**src/rtl/mem_port_arbiter.sv**
```systemverilog
// Two-requester arbiter for the single port of the node memory.
// Round-robin grant with burst lock, burst cap and registered read return.
//
// Ports:
//   clock, nrst               clock, async active-low reset
//   req*/lock*/addr*/wr*/wdata*  requester 0 (routing) and 1 (host)
//   gnt*, rvalid*, rdata*     registered grant and read return
//   mem_addr/mem_wr_en/mem_wdata/mem_rdata  memory port
//   err                       pulse after a rejected access
// Build option: define MEM_ARB_ADDR_CHECK_EN to reject word addresses
// above ADDR_LIMIT (write suppressed, read returns zero, err pulses).
module mem_port_arbiter #(
    parameter int unsigned MAX_BURST  = 16,
    parameter logic [15:0] ADDR_LIMIT = 16'h07FE
) (
    input  logic        clock,
    input  logic        nrst,
    input  logic        req0,
    input  logic        req1,
    input  logic        lock0,
    input  logic        lock1,
    input  logic [15:0] addr0,
    input  logic [15:0] addr1,
    input  logic        wr0,
    input  logic        wr1,
    input  logic [15:0] wdata0,
    input  logic [15:0] wdata1,
    output logic        gnt0,
    output logic        gnt1,
    output logic        rvalid0,
    output logic        rvalid1,
    output logic [15:0] rdata0,
    output logic [15:0] rdata1,
    output logic [15:0] mem_addr,
    output logic        mem_wr_en,
    output logic [15:0] mem_wdata,
    input  logic [15:0] mem_rdata,
    output logic        err
);

`ifdef MEM_ARB_ADDR_CHECK_EN
    localparam logic CHECK_EN = 1'b1;
`else
    localparam logic CHECK_EN = 1'b0;
`endif

    localparam logic [7:0] BURST_LIM = 8'(MAX_BURST);

    typedef enum logic [1:0] {
        IDLE = 2'd0,
        OWN0 = 2'd1,
        OWN1 = 2'd2
    } state_t;

    state_t      state_q;
    logic        ptr_q;
    logic [7:0]  cnt_q;
    logic        gnt0_q;
    logic        gnt1_q;
    logic        rvalid0_q;
    logic        rvalid1_q;
    logic        err_q;
    logic [15:0] rdata0_q;
    logic [15:0] rdata1_q;
    logic [15:0] addr_q;
    logic [15:0] wdata_q;

    logic        own0;
    logic        own1;
    logic        owning;
    logic        cur_req;
    logic        cur_lock;
    logic        cur_wr;
    logic [15:0] cur_addr;
    logic [15:0] cur_wdata;
    logic        acc0;
    logic        acc1;
    logic        acc;
    logic        addr_ok;
    logic [7:0]  cnt_d;
    logic        burst_end;
    logic        release_own;
    logic [15:0] rd_data;

    assign own0      = (state_q == OWN0);
    assign own1      = (state_q == OWN1);
    assign owning    = own0 | own1;

    assign cur_req   = own1 ? req1   : req0;
    assign cur_lock  = own1 ? lock1  : lock0;
    assign cur_wr    = own1 ? wr1    : wr0;
    assign cur_addr  = own1 ? addr1  : addr0;
    assign cur_wdata = own1 ? wdata1 : wdata0;

    assign acc0      = own0 & req0;
    assign acc1      = own1 & req1;
    assign acc       = acc0 | acc1;

    // Constant-folds to 1 when the address check is not built in.
    assign addr_ok   = ~CHECK_EN | (cur_addr <= ADDR_LIMIT);

    assign cnt_d     = cnt_q + 8'd1;
    assign burst_end = (cnt_d == BURST_LIM);

    // Owner dropping req ends the grant without an access.
    assign release_own = owning &
                         (~cur_req | ~cur_lock | burst_end);

    assign rd_data   = addr_ok ? mem_rdata : 16'h0000;

    // Outside a grant the port holds its last address and data.
    assign mem_addr  = owning ? cur_addr  : addr_q;
    assign mem_wdata = owning ? cur_wdata : wdata_q;
    assign mem_wr_en = acc & cur_wr & addr_ok;

    assign gnt0      = gnt0_q;
    assign gnt1      = gnt1_q;
    assign rvalid0   = rvalid0_q;
    assign rvalid1   = rvalid1_q;
    assign rdata0    = rdata0_q;
    assign rdata1    = rdata1_q;
    assign err       = err_q;

    always_ff @(posedge clock or negedge nrst) begin
        if (!nrst) begin
            state_q   <= IDLE;
            ptr_q     <= 1'b0;
            cnt_q     <= 8'd0;
            gnt0_q    <= 1'b0;
            gnt1_q    <= 1'b0;
            rvalid0_q <= 1'b0;
            rvalid1_q <= 1'b0;
            err_q     <= 1'b0;
            rdata0_q  <= 16'h0000;
            rdata1_q  <= 16'h0000;
            addr_q    <= 16'h0000;
            wdata_q   <= 16'h0000;
        end else begin
            rvalid0_q <= acc0 & ~wr0;
            rvalid1_q <= acc1 & ~wr1;
            err_q     <= acc & ~addr_ok;
            if (acc0 & ~wr0) begin
                rdata0_q <= rd_data;
            end
            if (acc1 & ~wr1) begin
                rdata1_q <= rd_data;
            end
            if (owning) begin
                addr_q  <= cur_addr;
                wdata_q <= cur_wdata;
            end
            unique case (state_q)
                IDLE: begin
                    // ptr_q = 1 favours requester 1 on a tie.
                    if (req0 & (~req1 | ~ptr_q)) begin
                        state_q <= OWN0;
                        gnt0_q  <= 1'b1;
                    end else if (req1) begin
                        state_q <= OWN1;
                        gnt1_q  <= 1'b1;
                    end
                end
                OWN0, OWN1: begin
                    if (release_own) begin
                        state_q <= IDLE;
                        gnt0_q  <= 1'b0;
                        gnt1_q  <= 1'b0;
                        ptr_q   <= own0;
                        cnt_q   <= 8'd0;
                    end else if (acc) begin
                        cnt_q <= cnt_d;
                    end
                end
                default: begin
                    state_q <= IDLE;
                    gnt0_q  <= 1'b0;
                    gnt1_q  <= 1'b0;
                end
            endcase
        end
    end

endmodule
```
**config.mk**
```make
export PLATFORM = sky130hd
export DESIGN_NAME = mem_port_arbiter
export DESIGN_NICKNAME = d
export VERILOG_FILES = /design/src/rtl/mem_port_arbiter.sv
export SDC_FILE = /design/constraint.sdc
export NUM_CORES = 1
export LEC_CHECK = 0
export CAP_MARGIN = 15
export CORE_ASPECT_RATIO = 1.75
export CORE_MARGIN = 2
export CORE_UTILIZATION = 46
export DETAILED_ROUTE_END_ITERATION = 6
export GPL_TIMING_DRIVEN = 1
export PLACE_DENSITY = 0.88
export SETUP_SLACK_MARGIN = 0.1
export SLEW_MARGIN = 20
export SYNTH_ARGS = -nofsm -noshare
export SYNTH_HDL_FRONTEND = slang
export SYNTH_SLANG_ARGS = --single-unit
```
**constraint.sdc**
```tcl
create_clock -name clock -period 3.35 [get_ports clock]
set_input_delay 1.005 -clock clock [delete_from_list [all_inputs] [get_ports clock]]
set_output_delay 1.005 -clock clock [all_outputs]
set_load 0.05 [all_outputs]
```
==> flow_summary.toml <==
[logic_synthesis]
syn_area_cell_um2 = 9.71
synth_fa_ha_area_frac = 0.0171
ys_async_sr_fraction = 1.00
synth_area_leaders = "sky130_fd_sc_hd__dfrtp_1 (54%), sky130_fd_sc_hd__nand2_1 (11%), sky130_fd_sc_hd__mux2i_1 (9.3%), sky130_fd_sc_hd__a21oi_1 (4.5%), sky130_fd_sc_hd__nor2_1 (3.7%)"
yosysTopAreaCellShare = 0.540
synth-compound-area-share = 0.113
synth.ff_latch_count = 79
ranking_of_synthesized_cells_by_instance_count = "sky130_fd_sc_hd__nand2_1 (108), sky130_fd_sc_hd__dfrtp_1 (79), sky130_fd_sc_hd__nor2_1 (36)"
netlist-cell-type-count = 52
main_combinational_cell_family_by_area_after_synthesis = "simple AND/OR/NAND/NOR gates"
syn_area_um2 = 3660
synth_top_flop_cell = "sky130_fd_sc_hd__dfrtp_1"
synth.largest_area_cell = "sky130_fd_sc_hd__dfrtp_1"
muxShareOfSynthArea = 0.0991
seq_area_frac_synth = 0.540
synth_fp_nets = 470
synth_enable_flop_cells = 0
synth_simple_gate_area_share = 0.189
yosys_warnings = 0
synthCells = 377
parity_gate_share_of_the_synthesized_area_counting_xor_and_xnor_cells = 0.00479
synth_most_common_cell = "sky130_fd_sc_hd__nand2_1"

[sta]
relSlewSlack = 0.348
max_freq_mhz = 312
unrepaired_setup_endpoints_after_global_routing = "no"
final-hold-violation-count = 0
post_route_clock_period_utilization = 0.958
final-max-slew-violation-count = 0
layout_min_cycle_time_ns = 3.21
worst_clock_skew_ns = 0.00508
least_margin_pin_slew_ns = 0.978
finalSetupTns_ns = 0
setup_violations = 0

[place]
hpwlAfterDp_um = 7920
gpl.final_weighted_congestion = 0.828
port_buffers = 156

[job]
max_cap_violation_count = 0

[floorplanning]
floorplan.initialDensity = 0.469
die_area_um2 = 8710
chipWidth_um = 71.4
die_h_um = 122
core_area_um2 = 7800
io_pins = 158
row_count = 43

[clock_tree]
cts_max_path_buffers = 2
number_of_clock_sinks_seen_by_cts = 79
cts-hold-fix-buffers = 0
cts_tree = "yes"
cts-buffers-inserted = 9
clkLatencyLatePin_ns = 0.33
cts.reportedPaths.clkPinSlew_ns = 0.05
clock_tree.htree_level_count = 3
clock_tree.root_cell = "sky130_fd_sc_hd__clkbuf_16"

[critical_path]
worst-endpoint-arrival_ns = 2.20
crit_fanout = 3
critPathLaunchType = "input port"
timing.setup.critical_path_class = "input port to output pin"
cp-end-kind = "output pin"
critical_path_required_ns = 2.34

[drt]
postRouteAntennaNets = 0
vias_cell = 5.21
wl_per_cell_um = 17.2
detailed_route_drc_error_count = 0
drt_wl_total_um = 10700
drt_first_iter_violations = 167
total_number_of_vias = 3252
drt_pre_antenna_iters = 5

[grt]
globalRouteTotalUtil = 0.253
grt_pass1_wl_um = 16900
initial_antenna_violation_count = 0
grt_start_max_net_pins = 80
grt_remaining_overflow = 0
first_global_vias = 3456

[cells_and_area]
num-nets-final = 626
n_antenna_cell = 0
final_layout_size_suffix_gt1_frac = 0.131
layout.core_utilization = 0.760
synthToLayoutAreaGrowth_pct = 62.1

[hold_path]
timing.hold.worst.class = "register to register"

[status]
status = "completed"
-- repair_timing --
action | CTS | global route
setup endpoints to repair | 2 | 3
gates resized for setup | 1 | 3
buffers inserted | 0 | 0
-- placed cells by master, fill, tap and decap left out, types with 2 or more instances in the layout --
master,instances
sky130_fd_sc_hd__mux2i_1,34
sky130_fd_sc_hd__inv_1,8
sky130_fd_sc_hd__buf_4,6
sky130_fd_sc_hd__nand3_1,4
sky130_fd_sc_hd__clkbuf_8,2
sky130_fd_sc_hd__clkinv_1,2
sky130_fd_sc_hd__clkbuf_16,9
sky130_fd_sc_hd__nand2_1,108
sky130_fd_sc_hd__a21oi_1,30
sky130_fd_sc_hd__a21oi_2,4
sky130_fd_sc_hd__o31ai_1,2
sky130_fd_sc_hd__a31oi_1,4
sky130_fd_sc_hd__nor2b_1,3
sky130_fd_sc_hd__nand3b_1,2
sky130_fd_sc_hd__ha_1,3
sky130_fd_sc_hd__o22ai_1,3
sky130_fd_sc_hd__or3_1,3
sky130_fd_sc_hd__mux2_1,2
sky130_fd_sc_hd__dfrtp_1,79
sky130_fd_sc_hd__clkdlybuf4s50_1,122
sky130_fd_sc_hd__buf_12,35
sky130_fd_sc_hd__nor2_1,36
-- final timing paths --
check	endpoint	depth (start not counted)	slack [ns]	from
worst max-delay path	mem_wr_en	4	0.14	req1
worst min-delay path	rdata0[9]$_DFFE_PN0P_	2	0.47	rdata0[9]$_DFFE_PN0P_
worst max register to register	ptr_q$_DFFE_PN0P_	6	0.89	cnt_q[0]$_DFFE_PN0P_
worst min register to register	rdata0[9]$_DFFE_PN0P_	2	0.47	rdata0[9]$_DFFE_PN0P_
max in group asynchronous	cnt_q[2]$_DFFE_PN0P_	1	1.89	nrst
min in group asynchronous	wdata_q[3]$_DFF_PN0_	1	0.83	nrst
-- per-stage QoR --
stage	worst slack [ns]	cell area [um^2]	hold slack [ns]	cells
final	0.140	5930	0.470	624
after floorplan	0.175	3660	0.482	377
after global routing	0.114	5930	0.503	624
after global placement	0.180	5650	0.457	612
after detailed placement	0.188	5650	0.462	612
after CTS	0.165	5920	0.475	624
-- critical path, cell delays in order --
cell and delay, ns:
sky130_fd_sc_hd__clkdlybuf4s50_1 0.42, sky130_fd_sc_hd__a22oi_1 0.41, sky130_fd_sc_hd__nor2_1 0.18, sky130_fd_sc_hd__buf_12 0.19
-- sequential cells by signal (all words and copies together) (netlist names) --
signal / count
gnt0: 1
state_q: 2
gnt1: 1
addr_q: 16
rdata0: 16
rvalid1: 1
rdata1: 16
ptr_q: 1
cnt_q: 8
wdata_q: 16
rvalid0: 1
-- cell families (layout without fill, tap and decap cells) --
logic type,count (synthesis),in the layout
compound gates,60,60
xor+xnor,2,2
fa+ha+maj,5,5
buf+inv,28,185
flops,79,79
mux,36,36
other cells,1,1
simple gates,166,166
-- cell type report --
class	instances	area, um^2
Sequential cell	79	1980
Timing Repair Buffer	163	1970
Fill cell	499	1870
Multi-Input combinational cell	270	1580
Clock buffer	11	253
Tap cell	90	113
Inverter	10	37.5
Clock inverter	1	7.51
-- routing by layer --
layer / share of wire / wire length, um / vias to the layer above / GRT usage
li1: - / - / 1568 / -
met1: 0.35 / 3720 / 1554 / 0.270
met2: 0.57 / 6160 / 111 / 0.461
met3: 0.058 / 625 / 19 / 0.0711
met4: 0.021 / 227 / 0 / 0.101
met5: 0 / 0 / - / 0
Power is left out: the tool's default activity adds up to more than one toggle a clock period on the data nets, which glitch-free logic cannot reach.
